`src/rtl/common_pkg.sv`:
```
// common: project-wide shared types.
package common;
    typedef logic [4:0] creg_addr_t;
endpackage

```
`src/rtl/pipeline_pkg.sv`:
```
// pipeline: issue-stage FSM states and the default in-flight limit.
package pipeline;
    localparam int DEF_MAX_INFLIGHT = 4;
    typedef enum logic [1:0] {RUN, DRAIN, CSR_BUSY} issue_state_t;
endpackage

```
`src/rtl/sb_counter_bank.sv`:
```
// sb_counter_bank: 32 two-bit pending-write counters; x0 stays at zero.
module sb_counter_bank
    import common::*;
(
    input  logic       clk,
    input  logic       reset,
    input  logic       inc_en_i,
    input  creg_addr_t inc_addr_i,
    input  logic       dec_en_i,
    input  creg_addr_t dec_addr_i,
    input  creg_addr_t rd_a_addr_i,
    input  creg_addr_t rd_b_addr_i,
    input  creg_addr_t sat_addr_i,
    output logic [1:0] rd_a_o,
    output logic [1:0] rd_b_o,
    output logic       sat_o
);
    logic [31:0][1:0] cnt_q, cnt_d;

    // A matching increment and decrement cancel, leaving the count unchanged.
    always_comb begin
        cnt_d = cnt_q;
        for (int i = 1; i < 32; i++)
            cnt_d[i] = cnt_q[i] + 2'(inc_en_i && inc_addr_i == 5'(i)) - 2'(dec_en_i && dec_addr_i == 5'(i));
    end

    always_ff @(posedge clk or posedge reset)
        if (reset) cnt_q <= '0;
        else       cnt_q <= cnt_d;

    assign rd_a_o = cnt_q[rd_a_addr_i];
    assign rd_b_o = cnt_q[rd_b_addr_i];
    assign sat_o  = cnt_q[sat_addr_i] == 2'd3;

    assert property (@(posedge clk) disable iff (reset) dec_en_i |-> cnt_q[dec_addr_i] != 2'd0);
endmodule

```
`src/rtl/issue_ctrl.sv`:
```
// issue_ctrl: decode-stage issue gate with RAW scoreboard, in-flight cap and CSR serialization.
module issue_ctrl
    import common::*;
    import pipeline::*;
#(
    parameter int MAX_INFLIGHT = DEF_MAX_INFLIGHT
) (
    input  logic       clk,
    input  logic       reset,
    input  logic       dec_valid,
    input  creg_addr_t dec_rs1,
    input  creg_addr_t dec_rs2,
    input  logic       dec_use_rs1,
    input  logic       dec_use_rs2,
    input  logic       dec_wen,
    input  creg_addr_t dec_dst,
    input  logic       dec_is_csr,
    input  logic       flush,
    input  logic       ret_valid,
    input  logic       ret_wen,
    input  creg_addr_t ret_dst,
    input  logic       ret_is_csr,
    output logic       issue_ready,
    output logic       stall_raw,
    output logic       stall_csr,
    output logic [2:0] inflight
);
    issue_state_t state_q, state_d;
    logic [2:0] inflight_q, inflight_d;
    logic [1:0] rs1_cnt, rs2_cnt;
    logic       dst_sat, raw, cap, ser, ready, fire;

    sb_counter_bank u_sb (
        .clk         (clk),
        .reset       (reset),
        .inc_en_i    (fire & dec_wen & (dec_dst != '0)),
        .inc_addr_i  (dec_dst),
        .dec_en_i    (ret_valid & ret_wen & (ret_dst != '0)),
        .dec_addr_i  (ret_dst),
        .rd_a_addr_i (dec_rs1),
        .rd_b_addr_i (dec_rs2),
        .sat_addr_i  (dec_dst),
        .rd_a_o      (rs1_cnt),
        .rd_b_o      (rs2_cnt),
        .sat_o       (dst_sat)
    );

    assign raw = (dec_use_rs1 & |rs1_cnt) | (dec_use_rs2 & |rs2_cnt);
    assign cap = (dec_wen & dst_sat) | (inflight_q == 3'(MAX_INFLIGHT));

    // ser marks a CSR-serialization block; ready is the unreset issue permission.
    always_comb begin
        state_d = state_q;
        ready   = 1'b0;
        ser     = 1'b0;
        case (state_q)
            RUN:
                if (dec_valid & dec_is_csr & |inflight_q) begin
                    ser = 1'b1;
                    if (!flush) state_d = DRAIN;
                end else begin
                    ready = ~raw & ~cap;
                    if (dec_valid & dec_is_csr & ready & ~flush) state_d = CSR_BUSY;
                end
            DRAIN: begin
                ser   = |inflight_q;
                ready = ~|inflight_q & ~raw;
                state_d = flush ? RUN : (dec_valid & ready) ? CSR_BUSY : DRAIN;
            end
            CSR_BUSY: begin
                ser = 1'b1;
                if (ret_valid & ret_is_csr) state_d = RUN;
            end
            default: state_d = RUN;
        endcase
    end

    assign issue_ready = ready & ~reset;
    assign stall_raw   = dec_valid & raw & ~reset;
    assign stall_csr   = dec_valid & (ser | cap) & ~reset;
    assign fire        = dec_valid & issue_ready & ~flush;
    assign inflight_d  = inflight_q + 3'(fire) - 3'(ret_valid);
    assign inflight    = inflight_q;

    always_ff @(posedge clk or posedge reset)
        if (reset) begin
            state_q    <= RUN;
            inflight_q <= '0;
        end else begin
            state_q    <= state_d;
            inflight_q <= inflight_d;
        end

    assert property (@(posedge clk) disable iff (reset) ret_valid |-> inflight_q != 3'd0);
endmodule

```
`config.mk`:
```
export PLATFORM = sky130hd
export DESIGN_NAME = issue_ctrl
export DESIGN_NICKNAME = d
export VERILOG_FILES = /design/src/rtl/common_pkg.sv /design/src/rtl/pipeline_pkg.sv /design/src/rtl/sb_counter_bank.sv /design/src/rtl/issue_ctrl.sv
export SDC_FILE = /design/constraint.sdc
export NUM_CORES = 1
export LEC_CHECK = 0
export CAP_MARGIN = 20
export CORE_UTILIZATION = 54
export CTS_CLUSTER_SIZE = 24
export DETAILED_ROUTE_END_ITERATION = 8
export HOLD_SLACK_MARGIN = 0.03
export PLACE_DENSITY = 0.83
export SLEW_MARGIN = 10
export SYNTH_ARGS = -nofsm -noshare
export SYNTH_HDL_FRONTEND = slang
export SYNTH_SLANG_ARGS = --single-unit
```
`constraint.sdc`:
```
create_clock -name clk -period 4.9 [get_ports clk]
set_clock_uncertainty 0.15 [all_clocks]
set_input_delay 1.47 -clock clk [delete_from_list [all_inputs] [get_ports clk]]
set_output_delay 1.47 -clock clk [all_outputs]
set_load 0.02 [all_outputs]
```
# Yosys cells after proc, flatten, opt, wreduce, memory -nomap -nowiden
# Cells that the tools add are included.
[totals]
register_bits = 67
output_inout_bits = 6
elab_cells = 285
[op_classes]
add_sub_neg = 64
order_cmp = 3
n_eq_ne = 69
n_mux = 17
bitwise = 29
reduce_logical = 70
[op_table]
columns = ["op", "count"]
rows = [
  ["5-bit == test (second input constant)", 32],
  ["5-bit by 4-bit == test with 1-bit output (second input constant)", 16],
  ["2-bit by 1-bit adder with 2-bit output", 31],
  ["1-bit logical AND", 62],
  ["2-bit by 1-bit subtractor with 2-bit output", 31],
  ["5-bit by 3-bit == test with 1-bit output (second input constant)", 8],
  ["2-bit binary-select mux with 5-bit select", 3],
  ["1-bit AND", 22],
  ["5-bit by 2-bit == test with 1-bit output (second input constant)", 4],
  ["5-bit by 6-bit < comparator with 1-bit output (second input constant)", 3],
  ["2-bit two-way mux", 9],
  ["5-bit by 1-bit == test with 1-bit output (second input constant)", 2],
  ["5-bit nonzero test", 2],
  ["3-bit != test (second input constant)", 2],
  ["2-bit case mux with 3 select lines", 1],
  ["2-bit == test (second input constant)", 2],
  ["1-bit NOT", 4],
  ["2-bit OR reduction", 2],
  ["3-bit by 1-bit adder with 3-bit output", 1],
  ["3-bit == test (second input constant)", 1],
  ["1-bit bitwise OR", 3],
  ["1-bit case mux with 3 select lines", 1],
  ["3-bit AND reduction", 1],
  ["3-bit OR reduction", 1],
  ["other kinds (7)", 8],
]

# Depth between registers and ports, before layout
# Gate-level depths: netlist of run 1.
[depth]
word_depth = 17
depth_mapped = 16
mapped_depth_nobuf = 14

# Modules after synthesis
# A second synthesis of run 1 with hierarchy kept.
[hier_totals]
hier_cells = 535
hier_area_um2 = 5460.2
[by_module_without_submodules]
columns = ["module", "n_inst", "cells_per_inst", "area_each_um2", "seq_area_each_um2"]
rows = [
  ["sb_counter_bank", 1, 481, 5004.8, 1551.5],
  ["issue_ctrl", 1, 54, 455.4, 125.1],
]

# Worst setup path after synthesis of run 1
# OpenSTA, ideal clock, no wires.
[synth_timing]
path_kind = "input to output"
startpoint = "in reset"
endpoint = "out stall_csr"
arrival_time_ns = 3.654
t_required_ns = 3.280
slack_ns = -0.374
stages = 3
n_path_buf = 0
cell_sequence = "inv_1 -> nand2_1 -> a21oi_1"
[synth_between]
elab_chain_cells = 2
[synth_rtl]
columns = ["element", "line_no", "text"]
rows = [
  ["start, declared", "issue_ctrl.sv:9", "input logic reset,"],
  ["1-bit NOT", "issue_ctrl.sv:80", "assign stall_csr = dec_valid & (ser | cap) & ~reset;"],
  ["1-bit AND", "issue_ctrl.sv:80", ""],
  ["end, declared", "issue_ctrl.sv:25", "output logic stall_csr,"],
]
# Every way passes these cells.

# Worst setup path in the final report of run 1
[layout_timing]
startpoint = "in dec_dst[1]"
endpoint = "out issue_ready"
[layout_between]
elab_chain_cells = 10
[layout_rtl]
columns = ["element", "line_no", "text"]
rows = [
  ["start, declared", "issue_ctrl.sv:16", "input creg_addr_t dec_dst,"],
  ["2-bit binary-select mux with 5-bit select", "sb_counter_bank.sv:33", "assign sat_o = cnt_q[sat_addr_i] == 2'd3;"],
  ["2-bit two-way mux (implied by the code)", "sb_counter_bank.sv:33", ""],
  ["2-bit == test", "sb_counter_bank.sv:33", ""],
  ["1-bit AND", "issue_ctrl.sv:49", "assign cap = (dec_wen & dst_sat) | (inflight_q == 3'(MAX_INFLIGHT));"],
  ["1-bit bitwise OR", "issue_ctrl.sv:49", ""],
  ["1-bit NOT", "issue_ctrl.sv:62", "ready = ~raw & ~cap;"],
  ["1-bit AND", "issue_ctrl.sv:62", ""],
  ["1-bit two-way mux", "issue_ctrl.sv:58", "if (dec_valid & dec_is_csr & |inflight_q) begin"],
  ["1-bit case mux with 2 select lines", "issue_ctrl.sv:56", "case (state_q)"],
  ["1-bit AND", "issue_ctrl.sv:78", "assign issue_ready = ready & ~reset;"],
  ["end, declared", "issue_ctrl.sv:23", "output logic issue_ready,"],
]
# Every way passes these cells. The select of a mux whose other input is x is not followed.

==> impl_metrics.py, run 1 <==
metrics = {
    "final_layout": {
        "final_net_count": 762,
        "final_core_util_pct": 72.4,
        "syn_to_final_growth_pct": 27.6,
        "num-fill-cells": 620,
        "layout-drive-gt1-share_pct": 24.6,
        "antenna_cells": 0,
        "fin_cells": 800,
    },
    "route": {
        "detailedRoute.firstPassIterationCount": 7,
        "route.detailed.vias_per_inst": 6.38,
        "drt_iter0_drc": 643,
        "detail-route-antenna-nets": 0,
        "route.detailed.wl_per_inst_um": 22.2,
        "route.detailed.drc": 1,
        "num_vias": 5104,
        "routed_wirelength_um": 17700,
    },
    "run_status": {
        "violated_checks": "DRC, setup timing",
        "status": "finished with violations",
    },
    "clock_tree": {
        "cts_hold_repair.buffers": 0,
        "count_of_clock_tree_sinks": 67,
        "clkLatencyLatePin_ns": 0.36,
        "worst_setup_hold_path_clk_slew_ns": 0.08,
        "cts-buffers-inserted": 9,
        "cts_root_buffer": "sky130_fd_sc_hd__clkbuf_8",
        "cts-root-to-sink-buffers": 2,
        "htree_num_levels": 3,
        "cts_tree": "built",
    },
    "global_routing": {
        "grt_util_all_layers_pct": 35.8,
        "grt_antenna_before_repair": 0,
        "grt_first_pass_wirelength_um": 27000,
        "number_of_global_route_vias_before_repair": 5214,
        "grt_start_max_net_pins": 57,
        "globalRoute.totalOverflow": 0,
    },
    "logic_synthesis": {
        "sequential_cell_area_fraction_in_the_yosys_report_pct": 31.4,
        "synthCells": 574,
        "yosys_reg_bits": 67,
        "ys_top_cells_by_count": "sky130_fd_sc_hd__inv_1 (74), sky130_fd_sc_hd__dfrtp_1 (67), sky130_fd_sc_hd__ha_1 (64), sky130_fd_sc_hd__nor2_1 (64), sky130_fd_sc_hd__xnor2_1 (64)",
        "synth_edf_count": 0,
        "post_synth_arst_share_pct": 100,
        "synth.cell_area_mm2": 0.00534,
        "yosys_most_used_dff": "sky130_fd_sc_hd__dfrtp_1",
        "post-synth-top-count-cell": "sky130_fd_sc_hd__inv_1",
        "synth_fp_nets": 670,
        "avgSynthCellArea_um2": 9.31,
        "post_synth_main_area_contributors": "sky130_fd_sc_hd__dfrtp_1 (31%), sky130_fd_sc_hd__ha_1 (15%), sky130_fd_sc_hd__xnor2_1 (10%)",
        "synth_warnings": 0,
        "yosysTopAreaCell": "sky130_fd_sc_hd__dfrtp_1",
        "ys_types": 50,
        "post-synth-top-area-fraction_pct": 31.4,
    },
    "sta": {
        "grt_setup_unrepaired": "true",
        "transition_time_of_the_tightest_slew_check_pin_ns": 0.722,
        "minimum_clock_period_after_layout_ns": 5.06,
        "drv_slew": 0,
        "timing.final.crit_share_pct": 103,
        "post-route-worst-setup-slack_ns": -0.162,
        "finalSetupViolations": 2,
        "report.final.hold_viol_count": 0,
        "fmax_ghz": 0.198,
        "timing.max_slew.rel_slack_pct": 51.9,
        "setup_total_negative_slack_ns": -0.219,
    },
    "floorplan": {
        "dieHeight_um": 101,
        "fp.dieArea_mm2": 0.0103,
        "floorplan.die.width_um": 101,
        "placement_rows": 35,
        "placeableCoreArea_mm2": 0.00942,
        "floorplan.initialDensity_pct": 56.7,
        "boundaryPins": 37,
    },
    "critical_path": {
        "worst_r2r_startpoint": "u_sb.cnt_q[47]",
        "reg2reg_setup_slack_ns": 1.32,
        "critPathRequiredTime_ns": 3.28,
        "path_class": "in2out",
        "worst_r2r_path_depth": 12,
        "arrival_ns": 3.44,
        "worst_setup_path_endpoint": "issue_ready",
        "timing.rr.end": "u_sb.cnt_q[41]",
        "worst_setup_path_start_kind": "primary input",
        "critPathCaptureType": "output port",
        "crit_path_max_fanout": 7,
        "worst_setup_path_startpoint": "dec_dst[1]",
    },
    "placement": {
        "minimum_setup_slack_after_placement_ns": -1.24,
        "post-place-cells": 774,
        "gp_congestion": 0.974,
        "place.detailed.hpwl_um": 12300,
        "placement.io_buffers": 36,
    },
    "power": {
        "power_density_mw_per_mm2": 352,
        "reported_leakage_power_nw": 3.11,
        "max-vdd-ir-drop_mv": 0.175,
    },
    "min_path": {
        "min_path_type": "reg2reg",
    },
    "flow_run": {
        "maxCapViolations": 0,
    },
}
==> final cells by class <==
type	instances	area, um2	area share [%]
inverters	75	285	4.19
flip-flops and latches	67	1680	24.6
repair buffers	105	995	14.6
clock inverters	7	125	1.84
multi-input cells	408	3450	50.6
clock buffers	9	124	1.82
well taps	129	161	2.37
==> state kept, by name (all words and copies together), names as in the netlist <==
name / cells
inflight: 3
state_q: 2
u_sb.cnt_q: 62
==> how the worst min path moves through the flow <==
stage	startpoint	end	slack, ns	cells past startpoint
2_1_floorplan	u_sb.cnt_q[5]	u_sb.cnt_q[5]	0.31	1
3_3_place_gp	u_sb.cnt_q[47]	u_sb.cnt_q[47]	0.33	1
3_5_place_dp	u_sb.cnt_q[51]	u_sb.cnt_q[51]	0.35	1
4_1_cts	u_sb.cnt_q[5]	u_sb.cnt_q[5]	0.37	1
5_1_grt	u_sb.cnt_q[23]	u_sb.cnt_q[23]	0.38	1
6_report	u_sb.cnt_q[5]	u_sb.cnt_q[5]	0.37	1
==> metal layers <==
metal	vias to the layer above	wire length [um]	GRT usage, %
met5	-	0	0
met4	0	916	15.3
met3	100	2210	9.94
met2	384	8070	57.9
met1	2436	6530	45.3
li1	2184	-	-
==> worst max-delay path, stage by stage <==
cell                        delay [ns]
sky130_fd_sc_hd__buf_12           0.11
sky130_fd_sc_hd__mux4_2           0.55
sky130_fd_sc_hd__mux2i_4          0.19
sky130_fd_sc_hd__nor4_2           0.06
sky130_fd_sc_hd__a41oi_2          0.23
sky130_fd_sc_hd__nand3_2          0.13
sky130_fd_sc_hd__a2111oi_4        0.34
sky130_fd_sc_hd__and3_4           0.25
sky130_fd_sc_hd__buf_6            0.11
==> cell usage in the layout (no fill, tap or decap), types with 3 or more instances in the layout <==
cell type / count
sky130_fd_sc_hd__clkdlybuf4s50_1: 23
sky130_fd_sc_hd__nand2_1: 37
sky130_fd_sc_hd__buf_6: 6
sky130_fd_sc_hd__clkbuf_8: 9
sky130_fd_sc_hd__buf_8: 5
sky130_fd_sc_hd__mux4_2: 18
sky130_fd_sc_hd__nor4_2: 5
sky130_fd_sc_hd__a21oi_1: 15
sky130_fd_sc_hd__nand2b_1: 5
sky130_fd_sc_hd__nor4_1: 31
sky130_fd_sc_hd__or3_1: 3
sky130_fd_sc_hd__buf_12: 5
sky130_fd_sc_hd__bufinv_16: 3
sky130_fd_sc_hd__dfrtp_1: 67
sky130_fd_sc_hd__mux2i_1: 3
sky130_fd_sc_hd__inv_2: 3
sky130_fd_sc_hd__xnor2_1: 64
sky130_fd_sc_hd__a211o_1: 4
sky130_fd_sc_hd__nand3_1: 8
sky130_fd_sc_hd__nor2b_1: 5
sky130_fd_sc_hd__nor3_2: 12
sky130_fd_sc_hd__ha_1: 64
sky130_fd_sc_hd__nor3_1: 12
sky130_fd_sc_hd__buf_4: 58
sky130_fd_sc_hd__clkinv_4: 3
sky130_fd_sc_hd__nor2_1: 62
sky130_fd_sc_hd__a211oi_1: 4
sky130_fd_sc_hd__inv_1: 71
==> power by group <==
group	switching [mW]	internal, mW
logic	0.476	0.416
clock network	0.246	0.342
registers	0.225	0.693
total	0.947	1.45
==> cells by family (layout without fill, tap and decap cells) <==
logic type,after synthesis,in the layout,share of synthesized area (%)
AO/OA/AOI/OAI,49,49,6.51
XOR/XNOR,64,64,10.5
adder cells (fa/ha/maj),65,65,15.4
buffers and inverters,99,196,8.24
flip-flops,67,67,31.4
multiplexers,25,25,8.95
AND/OR/NAND/NOR,205,205,19.1
==> per-stage QoR <==
step	hold slack, ns	cell area, um2	total power [mW]
6_report	0.365	6820	2.40
5_1_grt	0.384	6820	2.51
4_1_cts	0.367	6760	2.32
3_5_place_dp	0.347	6210	1.68
3_3_place_gp	0.332	6210	1.62
2_1_floorplan	0.309	5360	1.35
==> what timing repair did <==
| action | 4_1_cts | 5_1_grt |
|---|---|---|
| setup buffers | 12 | 1 |
| setup endpoints to repair | 4 | 3 |
| gates resized for setup | 90 | 27 |
| pin swaps | 21 | 15 |
| gates cloned | 1 | 0 |
| hold endpoints to repair | 0 | 0 |
Power figures use the tool's default switching activity.
==> run 2: changes to the inputs <==
--- a/config.mk
+++ b/config.mk
@@ -11,7 +11,6 @@
 export DETAILED_ROUTE_END_ITERATION = 8
 export HOLD_SLACK_MARGIN = 0.03
 export PLACE_DENSITY = 0.83
-export SLEW_MARGIN = 10
 export SYNTH_ARGS = -nofsm -noshare
 export SYNTH_HDL_FRONTEND = slang
 export SYNTH_SLANG_ARGS = --single-unit
==> results of run 2 <==
No change in the layout: final DEF, timing and power equal those of run 1.
